## src/rtl/player_shot_ctrl.sv

```systemverilog
// player_shot_ctrl: player projectile scheduler.
// Owns a pool of NUM_SHOTS shot slots, launches a shot at the player's nose on a
// fire event, rate-limits launches with a frame cooldown, moves active shots up
// each enabled frame and retires them on a hit or when they leave the top edge.
// Optional build macro: PLAYER_SHOT_AUTOFIRE_EN (level-triggered fire; default is
// rising-edge fire).
module player_shot_ctrl #(
    parameter int unsigned NUM_SHOTS  = 4,
    parameter int unsigned SHOT_STEP  = 4,
    parameter int unsigned COOLDOWN   = 8,
    parameter int unsigned SHOT_Y_MIN = 0
) (
    input  logic                      frame_clk,
    input  logic                      Reset_n,
    input  logic                      enable,
    input  logic                      fire_req,
    input  logic [9:0]                PlayerX,
    input  logic [9:0]                PlayerY,
    input  logic [9:0]                PlayerS,
    input  logic [NUM_SHOTS-1:0]      hit,
    output logic [NUM_SHOTS*10-1:0]   ShotX,
    output logic [NUM_SHOTS*10-1:0]   ShotY,
    output logic [NUM_SHOTS-1:0]      shot_active,
    output logic                      fire_ack,
    output logic [15:0]               shots_fired
);

    localparam int unsigned IDX_W = (NUM_SHOTS > 1) ? $clog2(NUM_SHOTS) : 1;
    localparam int unsigned CD_W  = (COOLDOWN > 0) ? $clog2(COOLDOWN + 1) : 1;

    localparam logic [CD_W-1:0] CD_LOAD   = CD_W'(COOLDOWN);
    localparam logic [9:0]      STEP      = 10'(SHOT_STEP);
    // A shot whose Y is below this cannot take another full step without
    // crossing the top bound, so it retires instead of moving.
    localparam logic [9:0]      Y_RETIRE  = 10'(SHOT_Y_MIN + SHOT_STEP);
    localparam logic [10:0]     Y_MIN_EXT = 11'(SHOT_Y_MIN);

    // Registered state beyond the output registers.
    logic [CD_W-1:0] cooldown;
    logic            fire_q;

    // Decoded per-cycle control.
    logic             fire_event;
    logic             free_found;
    logic [IDX_W-1:0] free_idx;
    logic [10:0]      y_floor;
    logic             player_y_ok;
    logic             launch;
    logic [9:0]       launch_y;

    // Next-state values.
    logic [NUM_SHOTS-1:0]    active_d;
    logic [NUM_SHOTS*10-1:0] shot_x_d;
    logic [NUM_SHOTS*10-1:0] shot_y_d;
    logic [CD_W-1:0]         cooldown_d;
    logic [15:0]             shots_fired_d;

`ifdef PLAYER_SHOT_AUTOFIRE_EN
    // Level-triggered: a held button keeps firing as cooldown allows.
    assign fire_event = fire_req;
`else
    // Edge-triggered: only a fresh press counts; a blocked press is lost.
    assign fire_event = fire_req & ~fire_q;
`endif

    // Lowest-index slot that was inactive at the start of the cycle.
    always_comb begin
        free_found = 1'b0;
        free_idx   = '0;
        for (int i = NUM_SHOTS - 1; i >= 0; i--) begin
            if (!shot_active[i]) begin
                free_found = 1'b1;
                free_idx   = IDX_W'(i);
            end
        end
    end

    // Launch qualification; the floor check keeps the spawn Y from underflowing.
    always_comb begin
        y_floor     = Y_MIN_EXT + {1'b0, PlayerS} + 11'd1;
        player_y_ok = ({1'b0, PlayerY} >= y_floor);
        launch      = enable & fire_event & (cooldown == '0) & free_found & player_y_ok;
        launch_y    = PlayerY - PlayerS - 10'd1;
    end

    // Per-slot retire/move, then drop the new shot into the allocated slot.
    always_comb begin
        active_d = shot_active;
        shot_x_d = ShotX;
        shot_y_d = ShotY;
        for (int i = 0; i < NUM_SHOTS; i++) begin
            if (shot_active[i]) begin
                if (hit[i]) begin
                    active_d[i] = 1'b0;
                end else if (ShotY[i*10 +: 10] < Y_RETIRE) begin
                    active_d[i] = 1'b0;
                end else begin
                    shot_y_d[i*10 +: 10] = ShotY[i*10 +: 10] - STEP;
                end
            end
            // The allocated slot was inactive, so this never collides with a move.
            if (launch && (free_idx == IDX_W'(i))) begin
                active_d[i]          = 1'b1;
                shot_x_d[i*10 +: 10] = PlayerX;
                shot_y_d[i*10 +: 10] = launch_y;
            end
        end
    end

    // Cooldown countdown/reload and saturating launch counter.
    always_comb begin
        cooldown_d    = cooldown;
        shots_fired_d = shots_fired;
        if (launch) begin
            cooldown_d = CD_LOAD;
            if (shots_fired != 16'hFFFF) begin
                shots_fired_d = shots_fired + 16'd1;
            end
        end else if (cooldown != '0) begin
            cooldown_d = cooldown - CD_W'(1);
        end
    end

    // State update; fire_q tracks the button even while the game is paused.
    always_ff @(posedge frame_clk) begin
        if (!Reset_n) begin
            shot_active <= '0;
            ShotX       <= '0;
            ShotY       <= '0;
            cooldown    <= '0;
            shots_fired <= '0;
            fire_ack    <= 1'b0;
            // Treat the button as already held so a press spanning reset is ignored.
            fire_q      <= 1'b1;
        end else begin
            fire_q   <= fire_req;
            fire_ack <= launch;
            if (enable) begin
                shot_active <= active_d;
                ShotX       <= shot_x_d;
                ShotY       <= shot_y_d;
                cooldown    <= cooldown_d;
                shots_fired <= shots_fired_d;
            end
        end
    end

endmodule

```

## config.mk

```make
export PLATFORM = sky130hd
export DESIGN_NAME = player_shot_ctrl
export DESIGN_NICKNAME = d
export VERILOG_FILES = /design/src/rtl/player_shot_ctrl.sv
export SDC_FILE = /design/constraint.sdc
export NUM_CORES = 1
export LEC_CHECK = 0
export CAP_MARGIN = 20
export CORE_AREA = 2 2 114 116
export DETAILED_ROUTE_END_ITERATION = 12
export DIE_AREA = 0 0 116 118
export GPL_ROUTABILITY_DRIVEN = 0
export PLACE_DENSITY = 0.76
export SLEW_MARGIN = 20
export SYNTH_ARGS = -nofsm -noshare
export SYNTH_HDL_FRONTEND = slang
export SYNTH_SLANG_ARGS = --single-unit
```

## constraint.sdc

```tcl
create_clock -name frame_clk -period 3.9 [get_ports frame_clk]
set_input_delay 1.17 -clock frame_clk [delete_from_list [all_inputs] [get_ports frame_clk]]
set_output_delay 1.17 -clock frame_clk [all_outputs]
set_load 0.05 [all_outputs]
```

Yosys cells after proc, flatten, opt, wreduce, memory -nomap -nowiden
Index checks and enable logic that the tools add are counted.

Bitwise operators: 6. Reductions and logical operators: 22. Multiplexer cells: 42. $add $sub $neg: 9. Order comparisons: 5. Eq/ne operators: 12.

Operator list (number): two-way mux 10 bit (16); < comparator 10 x 3 -> 1 bit, second input constant (4); subtractor 10 x 3 -> 10 bit, second input constant (4); two-way mux 1 bit (20); adder 16 x 1 -> 16 bit, second input constant (1); != test 16 bit, second input constant (1); != test 2 x 1 -> 1 bit, second input constant (8); AND reduction 4 bit (4); adder 10 x 1 -> 11 bit, second input constant (1); greater-or-equal comparator 10 x 11 -> 1 bit (1); AND reduction 2 bit (5); nonzero test 2 bit (5); subtractor 10 x 1 -> 10 bit, second input constant (1); subtractor 10 bit (1); two-way mux 2 bit (4); two-way mux 4 bit (2); AND 1 bit (5); == test 2 bit, second input constant (2); logical AND 1 bit (4); zero test 4 bit (1); nonzero test 4 bit (1); subtractor 4 x 1 -> 4 bit, second input constant (1); AND reduction 3 bit (1); == test 2 x 1 -> 1 bit, second input constant (1); 2 further kinds (2).

Word-level logic and storage cells: 109. Bits in registers: 106.

Depth between registers and ports, before layout
Word-level depth: 9. Mapped depth: 15. Gate-level depth less buffers: 12.

Least setup slack after synthesis
OpenSTA, ideal clock, no wires.

Path type: input to register. Start: input port PlayerS[4]. End: register shots_fired[11]. Path slack: 0.208 ns. Data required time: 3.830 ns. Buffers on the path: 2. Setup time: 0.070 ns. Stages on the path: 13. Data arrival time: 3.621 ns. Path through: and4_1 -> and4_1 -> nand3_1 -> xor2_1 -> ha_1 -> nand3_1 -> nor4_2 -> or2_1 -> buf_6 -> nand3_1 -> buf_4 -> or3_1 -> a21oi_1.

Cells in the longest elaborated chain, start to end: 4.

RTL lines: start, declared (line 19) `input logic [9:0] PlayerS,`; adder 10 x 1 -> 11 bit (line 80) `y_floor = Y_MIN_EXT + {1'b0, PlayerS} + 11'd1;`; greater-or-equal comparator 10 x 11 -> 1 bit (line 81) `player_y_ok = ({1'b0, PlayerY} >= y_floor);`; AND 1 bit (line 82) `launch = enable & fire_event & (cooldown == '0) & free_found & player_y_ok;`; AND reduction 3 bit (no line); end signal, assigned (line 143) `shots_fired <= shots_fired_d;`; end, declared (line 25) `output logic [15:0] shots_fired`.

Every way passes these cells. A chain may end at the register's enable or synchronous reset.

Worst setup path after layout
Start: input port PlayerS[0]. End: register ShotY[2].

Cells in the longest elaborated chain, start to end: 6. Elaborated cells between the ends (all ways): 11. Those cells by class: add/sub (3); order compare (1); eq/ne (2); mux (1); bitwise (1); reduce/logical (3).

RTL lines: adder 10 x 1 -> 11 bit (line 80); greater-or-equal comparator 10 x 11 -> 1 bit (line 81); AND 1 bit (line 82); logical AND 1 bit (line 102) `if (launch && (free_idx == IDX_W'(i))) begin`; != test 2 x 1 -> 1 bit (no line) or nonzero test 2 bit (tied branches); AND reduction 4 bit (no line); end signal, assigned (line 141) `ShotY <= shot_y_d;`; end, declared (line 22) `output logic [NUM_SHOTS*10-1:0] ShotY,`.

Several ways; a longest one is shown, not always the timed one.

==> results.py <==
metrics = {
    "run_status": {
        "status": "completed",
    },
    "power": {
        "p_int_mw": 1.76,
        "comb_power_share_pct": 18.3,
        "power_mw": 2.46,
        "swShare_pct": 28.5,
        "seqPwrFrac_pct": 45.6,
        "p_leak_nw": 3.09,
        "peakVddDrop_v": 0.000206,
        "pwr-share-clk_pct": 36.1,
        "power_density_nw_per_um2": 309,
        "p_switching_uw": 700,
    },
    "cts": {
        "clockRootBuffer": "clkbuf_16",
        "cts.sinks": 106,
        "clk_latency_ps": 350,
        "cts_made_buffers": 9,
        "htree_levels": 3,
        "path_clk_slew_ps": 80,
        "cts_hold_buf": 0,
        "cts.path.max_buffers": 2,
        "cts_tree": "yes",
    },
    "die": {
        "design.core.area_sq_um": 12400,
        "die_w_um": 116,
        "initial_core_util_pct": 44.5,
        "rows": 41,
        "die_area_sq_um": 13700,
        "ios": 139,
        "die_y_um": 118,
    },
    "sta": {
        "finalHoldViolCount": 0,
        "fin_worst_skew_ps": 8.90,
        "tns_ps": 0,
        "slew_headroom_pct": 61.0,
        "finalCritPeriodShare_pct": 98.1,
        "setup_ws_ps": 74.2,
        "setup_viol": 0,
        "worst_pin_slew_ps": 583,
        "fin_crit_ps": 3830,
        "max_freq_ghz": 0.261,
        "slew_viol_final": 0,
        "holdWs_ps": 455,
    },
    "logic_synthesis": {
        "ys_ff_latch": 106,
        "synth_area_leaders": "dfxtp_1, ha_1, nand2_1",
        "synth_edf_count": 0,
        "yosysTopAreaCell": "dfxtp_1",
        "synth_top_area_share_pct": 38.4,
        "synth_nets": 726,
        "yosysWarnings": 0,
        "yosysUniqueCellTypes": 60,
        "synth_area_sq_um": 5520,
        "syn_area_per_cell_sq_um": 8.36,
        "synthArstFlopShare_pct": 0,
        "synth-seq-area-share_pct": 38.4,
        "syn_inst": 661,
        "ys.flop_type": "dfxtp_1",
    },
    "drt": {
        "drt_first_pass_iters": 6,
        "drc": 0,
        "via_per_inst": 5.52,
        "totalWireLength_um": 17300,
        "num_vias": 5637,
        "wire_per_inst_um": 16.9,
        "ant_nets": 0,
        "drt_iter0_markers": 365,
    },
    "hold_path": {
        "hp-class": "register to register",
        "min-delay-start": "ShotX[6]$_SDFFE_PN0P_",
    },
    "finish": {
        "final_cell_area_sq_um": 7950,
        "final_cells": 1022,
        "drive_gt1_share_pct": 13.2,
        "num_antenna_cells": 0,
        "nNetsFinal": 910,
        "area_growth_pct": 44.0,
        "final_core_util_pct": 64.1,
    },
    "placed_design": {
        "port_buffers": 138,
        "dp_hpwl_um": 12500,
        "placed_area_sq_um": 7450,
        "pre_cts_slack_ps": -528,
        "dpl.cell_count": 997,
    },
    "global_routing": {
        "grt_max_degree": 46,
        "grt_usage_pct": 24.7,
        "grt_pass1_wl_um": 27200,
        "antenna_found_initial": 0,
        "overflow": 0,
        "first_global_vias": 5478,
    },
    "critical_path": {
        "arrival_ps": 4080,
        "crit_chain": "clkdlybuf4s50_1 > ha_2 > nand4_1 > xnor2_1 > ha_1 > nand3_2 > nor4_2 > buf_4 > buf_4 > nor2_4 > buf_4 > nor3_4 > buf_6 > buf_12 > nor2_1 > a211oi_1",
        "slowest_delay_ps": 490,
        "path_buf_inv": 6,
        "cpMostUsedCell": "buf_4",
        "path_delay_family": "buffers and inverters",
        "worstPathRequired_ps": 4160,
        "path_class": "input pin to register",
        "worst_path_max_delay_cell": "clkdlybuf4s50_1",
        "r2r_start": "shots_fired[3]$_SDFFE_PN0P_",
        "end_kind": "register",
        "cp-start-kind": "input pin",
        "cp_max_fo": 8,
        "worstSetupStartpoint": "PlayerS[0]",
    },
    "job": {
        "max_cap_violations": 0,
    },
}
## power by group through the flow
| stage | clock (mW) | sequential [mW] | combinational (mW) |
|---|---|---|---|
| floorplan | 0 | 1.17 | 0.215 |
| global placement | 0 | 1.14 | 0.410 |
| detailed placement | 0 | 1.15 | 0.424 |
| CTS | 0.896 | 1.12 | 0.429 |
| global route | 0.940 | 1.12 | 0.486 |
| finish | 0.888 | 1.12 | 0.450 |
## area by class of cell
class	count	area (sq um)
clock buffers	11	243
clock inverters	5	42.5
fillers	1070	4460
inverters	29	109
multi-input cells	497	3240
flip-flops and latches	106	2120
well taps	172	215
repair buffers	202	1990
## cells in the final DEF (no fill, tap or decap), types with 3 or more instances in the layout
master,Yosys,layout
nor3_2,3,3
a21oi_2,0,4
a211oi_1,20,18
a31o_2,3,3
nand2_1,84,84
o31ai_1,4,4
dlymetal6s2s_1,0,4
mux2i_1,23,23
xor2_1,16,16
xnor2_1,23,23
buf_6,3,3
nor4_1,7,7
nand3_2,2,3
nand4_1,8,8
and3_1,4,4
a31oi_1,4,4
o21ai_0,21,20
ha_1,26,25
buf_12,0,4
o21a_1,4,4
or3_1,11,11
nor3_1,16,15
o31a_1,7,7
buf_4,1,54
a21oi_1,55,51
a21o_1,3,3
clkbuf_16,0,12
nor2b_1,5,5
nand3_1,19,17
nand2b_1,7,7
o211a_1,6,6
dfxtp_1,106,106
nor2_1,76,76
clkdlybuf4s50_1,0,134
inv_6,0,3
inv_1,29,28
or4_1,6,5
## flip-flops by register name (all words and copies together) (netlist names)
name	count
cooldown	4
fire_ack	1
ShotY	40
fire_q	1
shots_fired	16
ShotX	40
shot_active	4
## cells by family after synthesis
| logic type | count (synthesis) | synth area share [%] |
|---|---|---|
| AOI/OAI and AO/OA | 142 | 16.6 |
| and+or+nand+nor | 266 | 23.8 |
| xor gates and xnor gates | 39 | 6.18 |
| buffers and inverters | 58 | 4.62 |
| adders and majority gates | 27 | 6.25 |
| DFF | 106 | 38.4 |
| muxes | 23 | 4.17 |
## per-layer routing
metal / wire (um) / track usage [%] / vias to the layer above / share of wire [%]
met5: 0 / 0 / - / 0
met4: 417 / 6.77 / 0 / 2.4
met3: 862 / 5.10 / 32 / 5.0
met2: 8580 / 42.2 / 190 / 50
met1: 7430 / 31.4 / 2716 / 43
li1: - / - / 2699 / -
## Yosys cell counts (3+ instances only)
cell        n
o31ai_1     4
a211oi_1   20
o31a_1      7
a31o_2      3
nand4_1     8
nor2b_1     5
buf_2       9
clkbuf_1   16
or3_1      11
nor3_1     16
or4_1       6
o21a_1      4
mux2i_1    23
o211a_1     6
xnor2_1    23
and4_1      3
nand2_1    84
nor3_2      3
inv_1      29
ha_1       26
nand2b_1    7
and3_1      4
nor2_1     76
a31oi_1     4
buf_6       3
a21oi_1    55
xor2_1     16
dfxtp_1   106
a21o_1      3
nor4_1      7
o21ai_0    21
nand3_1    19
## worst reg2reg max path, delay by kind of cell, from the launching register on
family,cells,cell delay [ps]
flops,1,430
xor+xnor,1,150
buf+inv,2,280
simple gates,6,1530
## path summary, 6_finish.rpt
kind / to / cells past startpoint / slack (ps)
max: ShotY[2]$_SDFFE_PN0P_ / 16 / 70
min: ShotX[6]$_SDFFE_PN0P_ / 2 / 460
max reg2reg: shots_fired[3]$_SDFFE_PN0P_ / 9 / 1390
min reg2reg: ShotX[6]$_SDFFE_PN0P_ / 2 / 460
## timing repair
item / 4_1_cts / 5_1_grt
gates resized for setup: 2 / 21
setup buffers: 1 / 4
endpoints found under the setup margin: 22 / 84
pin swaps: 5 / 9
gates cloned: 0 / 4
No activity file was read; power rests on OpenSTA's default activity.
==> edit 1, RTL diff (same flow settings) <==
Add a define of `PLAYER_SHOT_AUTOFIRE_EN`.
--- a/src/rtl/player_shot_ctrl.sv
+++ b/src/rtl/player_shot_ctrl.sv
@@ -4,6 +4,8 @@
 // each enabled frame and retires them on a hit or when they leave the top edge.
 // Optional build macro: PLAYER_SHOT_AUTOFIRE_EN (level-triggered fire; default is
 // rising-edge fire).
+`define PLAYER_SHOT_AUTOFIRE_EN
+
 module player_shot_ctrl #(
     parameter int unsigned NUM_SHOTS  = 4,
     parameter int unsigned SHOT_STEP  = 4,
Formal check against the unedited RTL: not equivalent (a bounded check fails within 4 cycles, from zero or initial values and one cycle with Reset_n low).
==> edit 1 against the original RTL <==
  * Maximum frequency increased by 0.20%
  * Worst setup slack improved by 7.5 ps
  * Sequential cell count decreased by 1
  * Register-to-register slack improved by 100 ps
  * Critical path depth decreased by 5
  * Combinational power increased by 44%
  * Design area decreased by 1.4%
  * Wire length decreased by 6.2%
  * Total power increased by 12%
  * Area after synthesis increased by 1.2%
  * Via count decreased by 5.2%
  * Critical endpoint is now ShotY[19]
==> edit 1: results (changes against the original RTL) <==
metric	value	unit	change
status	complete, no violations		
leakagePower	3.19	nW	+3.2%
synth_nets	710		-2.2%
first_iter_violations	510		+40%
cp_top_family	simple AND/OR/NAND/NOR gates		
grt_max_degree	37		-20%
synthXorXnorAreaFrac	6.27	%	+0.082 points
use_met2	39.9	%	-2.3 points
wl_met3	1.34	mm	+55%
post_drt_wl_per_cell	16.5	um	-2.6%
worst_r2r_endpoint	shots_fired[13]		
dr.pass1.iters	5		-1
seq_area_frac_synth	37.6	%	-0.82 points
reg2reg_slack	1490	ps	+100 ps
dp_hpwl	11.8	mm	-5.1%
grtUsageMet1	28.5	%	-2.9 points
reg2reg_from	cooldown[0]		
skew	7.58	ps	-1.32 ps
cp_max_fo	4		-4
cpPeakStageDelay	470	ps	-20 ps
avgViaCountPerCell	5.43		-1.5%
grt_pass1_wl	26.2	mm	-3.8%
startpoint	PlayerS[4]		
grt_pass1_vias	5245		-4.3%
drt-met1-wl	6.54	mm	-12%
relSlewSlack	52.5	%	-8.5 points
drive_above_1_share	10.8	%	-2.3 points
holdPathEnd	ShotX[11]		
wl_met2	7.91	mm	-7.7%
synth_fa_ha_area_share	6.18	%	-0.076 points
worst-endpoint-arrival	4060	ps	-20 ps
synth_top_cells_by_count	105 x dfxtp_1, 83 x nor2_1, 50 x nand2_1		
grt.total_usage	24.0	%	-0.75 points
layout.nets	872		-4.2%
critical_path.endpoint	ShotY[19]		
fillers	1071		+0.093%
synth_area_leaders	dfxtp_1 38%, mux2i_1 7.2%, ha_1 5.8%, nor2_1 5.6%, a21oi_1 3.8%		
synth_cell_type_count	54		-10%
worstHoldStart	ShotX[11]		
postCtsSetupRepairBufs	0		-1
synth_mux_area_share	7.16	%	+3.0 points
gr-usage-met3	8.50	%	+3.4 points
place_area	7420	sq um	-0.39%
synth-compound-area-share	16.1	%	-0.51 points
peakVddDrop	0.000266	V	+30%
cts_resized	6		+4
edit 1: area by class of cell:
class	count	area share, %
Multi-Input combinational cell	479	41.9
Tap cell	172	2.74
Sequential cell	105	26.8
Clock inverter	7	1.13
Timing Repair Buffer	179	22.9
Clock buffer	9	2.87
Inverter	33	1.58
edit 1: where the power goes:
group	switching [W]	leakage, nW	total, W	internal [W]
sequential	0.0000449	0.847	0.00116	0.00111
clock	0.000440	0.148	0.000951	0.000511
combinational	0.000379	2.19	0.000649	0.000271
edit 1: stage by stage:
step	utilization (%)	cells	hold WS [ps]	power (W)	setup slack, ps
after detailed placement	59.7	966	449	0.00182	-457
after CTS	62.5	982	469	0.00277	-40.7
after global placement	59.7	966	442	0.00180	-381
after global routing	63.2	984	478	0.00287	-10.4
after floorplan	-	645	477	0.00158	66.3
final	63.2	984	464	0.00276	81.7
==> edit 2, RTL diff (same settings) <==
Made on the original files. Put one more register stage on the output `shots_fired`. The value now appears one clock later. The other outputs are not delayed to match.
--- a/src/rtl/player_shot_ctrl.sv
+++ b/src/rtl/player_shot_ctrl.sv
@@ -34,6 +34,8 @@
     // crossing the top bound, so it retires instead of moving.
     localparam logic [9:0]      Y_RETIRE  = 10'(SHOT_Y_MIN + SHOT_STEP);
     localparam logic [10:0]     Y_MIN_EXT = 11'(SHOT_Y_MIN);
+
+    logic [15:0] shots_fired_s0;
 
     // Registered state beyond the output registers.
     logic [CD_W-1:0] cooldown;
@@ -110,11 +112,11 @@
     // Cooldown countdown/reload and saturating launch counter.
     always_comb begin
         cooldown_d    = cooldown;
-        shots_fired_d = shots_fired;
+        shots_fired_d = shots_fired_s0;
         if (launch) begin
             cooldown_d = CD_LOAD;
-            if (shots_fired != 16'hFFFF) begin
-                shots_fired_d = shots_fired + 16'd1;
+            if (shots_fired_s0 != 16'hFFFF) begin
+                shots_fired_d = shots_fired_s0 + 16'd1;
             end
         end else if (cooldown != '0) begin
             cooldown_d = cooldown - CD_W'(1);
@@ -128,7 +130,7 @@
             ShotX       <= '0;
             ShotY       <= '0;
             cooldown    <= '0;
-            shots_fired <= '0;
+            shots_fired_s0 <= '0;
             fire_ack    <= 1'b0;
             // Treat the button as already held so a press spanning reset is ignored.
             fire_q      <= 1'b1;
@@ -140,10 +142,14 @@
                 ShotX       <= shot_x_d;
                 ShotY       <= shot_y_d;
                 cooldown    <= cooldown_d;
-                shots_fired <= shots_fired_d;
+                shots_fired_s0 <= shots_fired_d;
             end
         end
     end
 
+    always_ff @(posedge frame_clk) begin
+        shots_fired <= shots_fired_s0;
+    end
+
 endmodule
 
Formal check against the unedited RTL: not equivalent (a bounded check fails within 4 cycles, from zero or initial values and one cycle with Reset_n low).
==> edit 2 against the original RTL <==
  * Clock power grew 81%
  * Synthesized cell count up 7.1%
  * Total power grew 35%
  * Maximum frequency decreased by 0.41%
  * Die area unchanged
  * Area after synthesis grew 5.9%
  * Final cell count up 4.7%
  * Design area increased by 6.7%
  * Non-clock buffer count decreased by 9
  * Wire length is 3.1% higher
  * Global-route usage grew 1.7 points
  * Worst setup slack lost 16 ps
  * Sequential cell count increased by 16
  * Sequential power increased by 15%
==> edit 2: results (changes against the original RTL) <==
metric	value	unit	change
gr-usage-met3	8.08	%	+3.0 points
synth_top_cells_by_count	127 x nand2_1, 122 x dfxtp_1, 72 x nor2_1		
layout.nets	951		+4.5%
vias	6003		+6.5%
skew	9.41	ps	+0.515 ps
grt_max_degree	42		-8.7%
drt-met1-wl	7.29	mm	-2.0%
grtUsageMet1	32.8	%	+1.5 points
cts_max_level	4		+1
buffer_area_share	21.8	%	-3.2 points
dr.pass1.iters	5		-1
cpPeakStageDelay	540	ps	+50 ps
combinationalPowerShare	12.7	%	-5.6 points
synth_area_leaders	dfxtp_1 42%, nand2_1 8.1%, ha_1 5.6%, a21oi_1 5.4%, xnor2_1 4.9%		
clk_pin_slew	60	ps	-20 ps
place_area	7770	sq um	+4.3%
fillers	995		-7.0%
final_core_util	68.3	%	+4.3 points
top_regs	ShotX (40), ShotY (40)		
drive_above_1_share	13.1	%	-0.036 points
reg2reg_from	cooldown[0]		
pre_cts_ws	-715	ps	-187 ps
pwr-share-seq	38.8	%	-6.8 points
cp_max_fo	7		-1
intPower	0.00248	W	+41%
synth.avg_cell_area	8.26	sq um	-1.1%
multi_input_area_share	38.4	%	-2.3 points
cp_top_family	simple AND/OR/NAND/NOR gates		
avgViaCountPerCell	5.61		+1.7%
clkLatencyLatePin	410	ps	+60 ps
status	complete, no violations		
leakagePower	3.07	nW	-0.79%
wl	17.8	mm	+3.1%
startpoint	PlayerS[7]		
wl_met3	1.49	mm	+72%
buffers	193		-4.5%
dp.cells	1035		+3.8%
-- edit 2: worst min path at each step --
stage	endpoint	slack, ps	cells after the start
floorplan	shots_fired[15]	350	0
global placement	shots_fired[9]	370	0
detailed placement	shots_fired[9]	380	0
CTS	shots_fired[9]	390	0
global route	shots_fired[9]	400	0
finish	shots_fired[9]	390	0
-- edit 2: what timing repair did --
item | in CTS | in global routing
endpoints found under the hold margin | 0 | 0
pin swaps | 9 | 6
resized for setup | 22 | 11
endpoints found under the setup margin | 101 | 50
cloned | 1 | 0
buffers inserted | 3 | 3
-- edit 2: cell families (layout without fill, tap and decap cells) --
group / Yosys count / in the layout / share of synthesized area (%)
compound gates: 154 / 154 / 17.8
simple gates: 302 / 302 / 24.0
fa+ha+maj: 27 / 27 / 5.90
mux: 2 / 2 / 0.342
buf+inv: 63 / 253 / 4.43
xor+xnor: 38 / 38 / 5.69
flops: 122 / 122 / 41.8
